[src/rtl/mem_arb_pkg.sv]
// Shared definitions for the unified-memory arbiter.
//   owner_e    : which port owns the response slot in the cycle after a grant
//   last_gnt_e : winner of the most recent fetch/data conflict
//   wait_inc   : saturating increment for the fetch starvation counter
package mem_arb_pkg;

  typedef enum logic [1:0] {
    OWN_NONE = 2'd0,
    OWN_IF   = 2'd1,
    OWN_D    = 2'd2
  } owner_e;

  typedef enum logic {
    LAST_IF = 1'b0,
    LAST_D  = 1'b1
  } last_gnt_e;

  localparam int WAIT_W = 4;

  function automatic logic [WAIT_W-1:0] wait_inc(input logic [WAIT_W-1:0] cnt,
                                                 input logic [WAIT_W-1:0] max_cnt);
    return (cnt >= max_cnt) ? max_cnt : cnt + 1'b1;
  endfunction

endpackage

[src/rtl/mem_arb_pick.sv]
// Winner selection between the fetch and data requesters.
// Holds the fetch starvation counter and the round-robin history.
//   clk, reset      : clock, synchronous active-low reset
//   if_req, d_req   : requests from the fetch and data ports
//   if_gnt, d_gnt   : one-hot (or zero) grant, combinational from the requests
module mem_arb_pick
  import mem_arb_pkg::*;
#(
  parameter int PRIO_DATA = 1,
  parameter int MAX_WAIT  = 4
) (
  input  logic clk,
  input  logic reset,
  input  logic if_req,
  input  logic d_req,
  output logic if_gnt,
  output logic d_gnt
);

  localparam logic [WAIT_W-1:0] MAX_WAIT_C = WAIT_W'(MAX_WAIT);

  logic [WAIT_W-1:0] wait_cnt_q, wait_cnt_d;
  last_gnt_e         last_gnt_q, last_gnt_d;
  logic              conflict;

  assign conflict = if_req & d_req;

  always_comb begin
    if_gnt = 1'b0;
    d_gnt  = 1'b0;
    if (reset) begin
      if (conflict) begin
        // Starvation guard overrides both priority and round-robin.
        if (wait_cnt_q == MAX_WAIT_C) begin
          if_gnt = 1'b1;
        end else if (PRIO_DATA != 0) begin
          d_gnt = 1'b1;
        end else if (last_gnt_q == LAST_D) begin
          if_gnt = 1'b1;
        end else begin
          d_gnt = 1'b1;
        end
      end else begin
        if_gnt = if_req;
        d_gnt  = d_req;
      end
    end
  end

  always_comb begin
    wait_cnt_d = '0;
    if (if_req && !if_gnt) begin
      wait_cnt_d = wait_inc(wait_cnt_q, MAX_WAIT_C);
    end
    // History only moves on a real contest; uncontested grants leave it alone.
    last_gnt_d = last_gnt_q;
    if (conflict) begin
      last_gnt_d = if_gnt ? LAST_IF : LAST_D;
    end
  end

  always_ff @(posedge clk) begin
    if (!reset) begin
      wait_cnt_q <= '0;
      last_gnt_q <= LAST_D;
    end else begin
      wait_cnt_q <= wait_cnt_d;
      last_gnt_q <= last_gnt_d;
    end
  end

endmodule

[src/rtl/mem_arbiter.sv]
// Shares one single-port synchronous RAM between instruction fetch and
// load/store data. One grant per cycle, read data one cycle after the grant.
//   clk, reset              : clock, synchronous active-low reset
//   if_req/if_addr          : fetch request and byte address
//   if_gnt/if_rvalid/if_rdata : fetch accept, response valid, response data
//   d_req/d_we/d_be/d_addr/d_wdata : data request, store flag, lanes, addr, data
//   d_gnt/d_rvalid/d_rdata  : data accept, load data / store ack, load data
//   mem_*                   : RAM macro interface, mem_rdata valid the cycle after mem_en
//   stall                   : some request is pending and not granted this cycle
//
// owner register:
//   state    | meaning
//   OWN_NONE | no access issued last cycle, no response due
//   OWN_IF   | fetch issued last cycle, mem_rdata goes to the fetch port
//   OWN_D    | data access issued last cycle, load data or store ack due
module mem_arbiter
  import mem_arb_pkg::*;
#(
  parameter int ADDR_W    = 32,
  parameter int DATA_W    = 32,
  parameter int PRIO_DATA = 1,
  parameter int MAX_WAIT  = 4
) (
  input  logic              clk,
  input  logic              reset,
  input  logic              if_req,
  input  logic [ADDR_W-1:0] if_addr,
  output logic              if_gnt,
  output logic              if_rvalid,
  output logic [DATA_W-1:0] if_rdata,
  input  logic              d_req,
  input  logic              d_we,
  input  logic [3:0]        d_be,
  input  logic [ADDR_W-1:0] d_addr,
  input  logic [DATA_W-1:0] d_wdata,
  output logic              d_gnt,
  output logic              d_rvalid,
  output logic [DATA_W-1:0] d_rdata,
  output logic              mem_en,
  output logic              mem_we,
  output logic [3:0]        mem_be,
  output logic [ADDR_W-1:0] mem_addr,
  output logic [DATA_W-1:0] mem_wdata,
  input  logic [DATA_W-1:0] mem_rdata,
  output logic              stall
);

  localparam logic [ADDR_W-1:0] WORD_MASK = {{(ADDR_W-2){1'b1}}, 2'b00};

  owner_e owner_q, owner_d;
  logic   owner_we_q, owner_we_d;

  mem_arb_pick #(
    .PRIO_DATA (PRIO_DATA),
    .MAX_WAIT  (MAX_WAIT)
  ) u_pick (
    .clk    (clk),
    .reset  (reset),
    .if_req (if_req),
    .d_req  (d_req),
    .if_gnt (if_gnt),
    .d_gnt  (d_gnt)
  );

  always_comb begin
    mem_en    = 1'b0;
    mem_we    = 1'b0;
    mem_be    = 4'b0000;
    mem_addr  = '0;
    mem_wdata = '0;
    if (if_gnt) begin
      mem_en   = 1'b1;
      mem_be   = 4'b1111;
      mem_addr = if_addr & WORD_MASK;
    end else if (d_gnt) begin
      mem_en    = 1'b1;
      mem_we    = d_we;
      mem_be    = d_be;
      mem_addr  = d_addr & WORD_MASK;
      mem_wdata = d_wdata;
    end
  end

  always_comb begin
    owner_d    = OWN_NONE;
    owner_we_d = 1'b0;
    if (if_gnt) begin
      owner_d = OWN_IF;
    end else if (d_gnt) begin
      owner_d    = OWN_D;
      owner_we_d = d_we;
    end
  end

  always_ff @(posedge clk) begin
    if (!reset) begin
      owner_q    <= OWN_NONE;
      owner_we_q <= 1'b0;
    end else begin
      owner_q    <= owner_d;
      owner_we_q <= owner_we_d;
    end
  end

  // Responses are gated by reset so an access in flight when reset hits
  // never produces a response.
  always_comb begin
    if_rvalid = reset && (owner_q == OWN_IF);
    d_rvalid  = reset && (owner_q == OWN_D);
    if_rdata  = if_rvalid ? mem_rdata : '0;
    d_rdata   = (d_rvalid && !owner_we_q) ? mem_rdata : '0;
    stall     = reset && ((if_req && !if_gnt) || (d_req && !d_gnt));
  end

endmodule
[config.mk]
export PLATFORM = sky130hd
export DESIGN_NAME = mem_arbiter
export DESIGN_NICKNAME = d
export VERILOG_FILES = /design/src/rtl/mem_arb_pkg.sv /design/src/rtl/mem_arb_pick.sv /design/src/rtl/mem_arbiter.sv
export SDC_FILE = /design/constraint.sdc
export NUM_CORES = 1
export LEC_CHECK = 0
export BUFFER_PORTS_ARGS = -buffer_cell sky130_fd_sc_hd__buf_2
export CORE_AREA = 2 2 108 110
export DETAILED_ROUTE_END_ITERATION = 8
export DIE_AREA = 0 0 110 112
export GPL_TIMING_DRIVEN = 0
export MAX_ROUTING_LAYER = met4
export PLACE_DENSITY_LB_ADDON = 0.05
export SYNTH_ARGS = -nofsm -noshare
export SYNTH_HDL_FRONTEND = slang
export SYNTH_SLANG_ARGS = --single-unit
export TNS_END_PERCENT = 1
[constraint.sdc]
create_clock -name clk -period 1.3 [get_ports clk]
set_input_delay 0.065 -clock clk [delete_from_list [all_inputs] [get_ports clk]]
set_output_delay 0.065 -clock clk [all_outputs]
set_load 0.005 [all_outputs]
==> reports/qor.csv <==
metric,value,unit
DP Worst Slack,-0.283,ns
Synth async-reset ratio,0,%
Synth warnings,0,
"Seq/Total Area, Yosys",10.1,%
clock buffer depth,2,
CTS tree,built,
Site Rows,39,
Ports,276,
VDD IR-drop max,0.451,mV
Initial DRC Count,59,
most frequent cells after synthesis,"98 x and2_1, 25 x a22o_1, 8 x buf_4",
Die X,110,µm
die area,12300,µm²
FF/Latch Area,148,µm²
Routed WL,7.97,mm
R2R setup slack,0.15,ns
Crit. End Element,primary output,
hold_ws,0.0630,ns
final instance area,3260,µm²
Critical path origin,u_pick.wait_cnt_q[0],
dominant cell by count in the synthesized netlist,and2_1,
setup ws final,-0.335,ns
clk_skew,0.00215,ns
first-pass GRT wire length,11.4,mm
Tmin final,1.64,ns
"Hold Vio Cnt, Final",0,
Post-Syn Instances,184,
#FFs+latches synth,7,
Yosys top cell area share,44.1,%
Avg WL per Cell,13.1,µm
Post-synth EDFFs,0,
synth top area cells,"and2_1 44%, a22o_1 16%, dfxtp_1 10%, buf_4 4.3%, buf_6 4.1%",
mean post-synth cell area,7.55,µm²
Layout Nets,605,
period utilization,126,%
Die Height,112,µm
violated checks,negative setup slack,
CP startpoint kind,register,
crit path to,mem_addr[31],
Fillers,1264,
DRC,0,
CTS Sinks,7,
initial antenna violation count,1,
Unique masters post-synth,26,
area of placed instances,2920,µm²
vias,2344,
port bufs,267,
Core Region,11200,µm²
worst path required time,1.24,ns
CTS buffer count,3,
Crit Path Category,reg2out,
largest fanout on the critical path,6,
PwrDens,443,nW/µm²
setup tns final,-22.92,ns
pins over their slew limit,0,
clk slew on worst S/H paths,0.04,ns
Hold Crit Class,in2reg,
area added between synthesis and finish,135,%
MaxCap Viol Count,0,
CTS Root Cell,clkbuf_16,
Critical Path AT,1.57,ns
grt total ovfl,0,
Tot Pwr,1.45,mW
worst r2r dst,owner_we_q,
GRT Util Overall,12.4,%
number of global-route vias before repair,2166,
layout cells sized above 1,69.9,%
DR vias/cell,3.85,
Worst R2R Start,u_pick.wait_cnt_q[0],
multi-input logic area,1140,µm²
mapped cell area,1390,µm²
antenna-violating nets left,0,
HPWL Detailed,6.87,mm
largest net degree at the start of global routing,11,
drt first pass iters,4,
Final setup viols,100,
Max Clk Rate,611,MHz
run status,finished with violations,
clk_lat worst skew,0.23,ns
Yosys top cell by area,and2_1,
final weighted congestion in routability-driven placement,0.734,
Leak,2.02,nW
H-Tree Depth,1,
initial core utilization,12.4,%
ys flop type,dfxtp_1,
r2r worst-path depth,5,
unrepaired setup endpoints after global routing,true,
what timing repair did:
action | 4_1_cts | 5_1_grt
pin swaps | 56 | 7
gates resized for setup | 38 | 18
hold buffers | 0 | 0
setup endpoints to repair | 133 | 130
buffers inserted | 7 | 0
gates cloned | 2 | 0
how the worst min path moves through the flow:
| stage | start | to | depth (start not counted) |
|---|---|---|---|
| floorplan | d_we | owner_we_q | 1 |
| global placement | d_we | owner_we_q | 2 |
| detailed placement | d_we | owner_we_q | 2 |
| CTS | d_we | owner_we_q | 2 |
| global route | d_we | owner_we_q | 2 |
| finish | d_we | owner_we_q | 2 |
per-layer routing:
layer / GRT usage, % / part of all wire (%)
met5: - / 0
met4: 2.53 / 0.69
met3: 2.05 / 8.9
met2: 25.3 / 58
met1: 11.7 / 33
cell type report:
cell class              instances  share of cell area (%)
flip-flops and latches          7                    4.53
clock buffers                   4                    2.42
well taps                     143                    5.49
inverters                       4                   0.460
repair buffers                275                    45.1
plain buffers                  20                    6.79
diodes                          1                  0.0767
multi-input cells             155                    35.1
flip-flops by register name (all words and copies together), names as in the netlist:
register,count
owner_q,2
owner_we_q,1
u_pick.wait_cnt_q,4
critical path, stage by stage (launching register included):
cell      delay (ns)
dfxtp_2         0.33
inv_2           0.05
ha_4            0.18
nand3b_4        0.09
a21oi_4         0.06
buf_12          0.14
buf_6           0.12
a22o_2          0.26
buf_6           0.12
stage by stage:
step / std cells / util (%)
after floorplan: 186 / -
after global placement: 596 / 26.1
after detailed placement: 596 / 26.1
after CTS: 608 / 28.6
after global routing: 609 / 29.2
final: 609 / 29.2
layout by cell type (no fill, tap or decap), types with 2 or more instances in the layout:
| master | n |
|---|---|
| a21oi_1 | 2 |
| a22o_1 | 25 |
| a22o_2 | 5 |
| a31o_1 | 4 |
| and2_1 | 91 |
| and2_4 | 7 |
| buf_2 | 258 |
| buf_4 | 10 |
| buf_6 | 22 |
| buf_8 | 4 |
| clkbuf_16 | 3 |
| conb_1 | 3 |
| dfxtp_2 | 6 |
| inv_1 | 2 |
| inv_2 | 2 |
| nand2_1 | 3 |
report_power, final:
group / internal [mW] / total, mW / switching, mW / leakage (nW)
registers: 0.225 / 0.233 / 0.00761 / 0.0596
clock network: 0.408 / 0.522 / 0.114 / 0.0382
logic: 0.417 / 0.692 / 0.275 / 1.92
logic make-up after synthesis:
family | share of synthesized area, %
buf+inv | 11.8
flops | 10.1
compound gates | 26.5
other cells | 0.270
simple gates | 49.5
fa+ha+maj | 1.80
No activity file was read; power rests on OpenSTA's default activity.
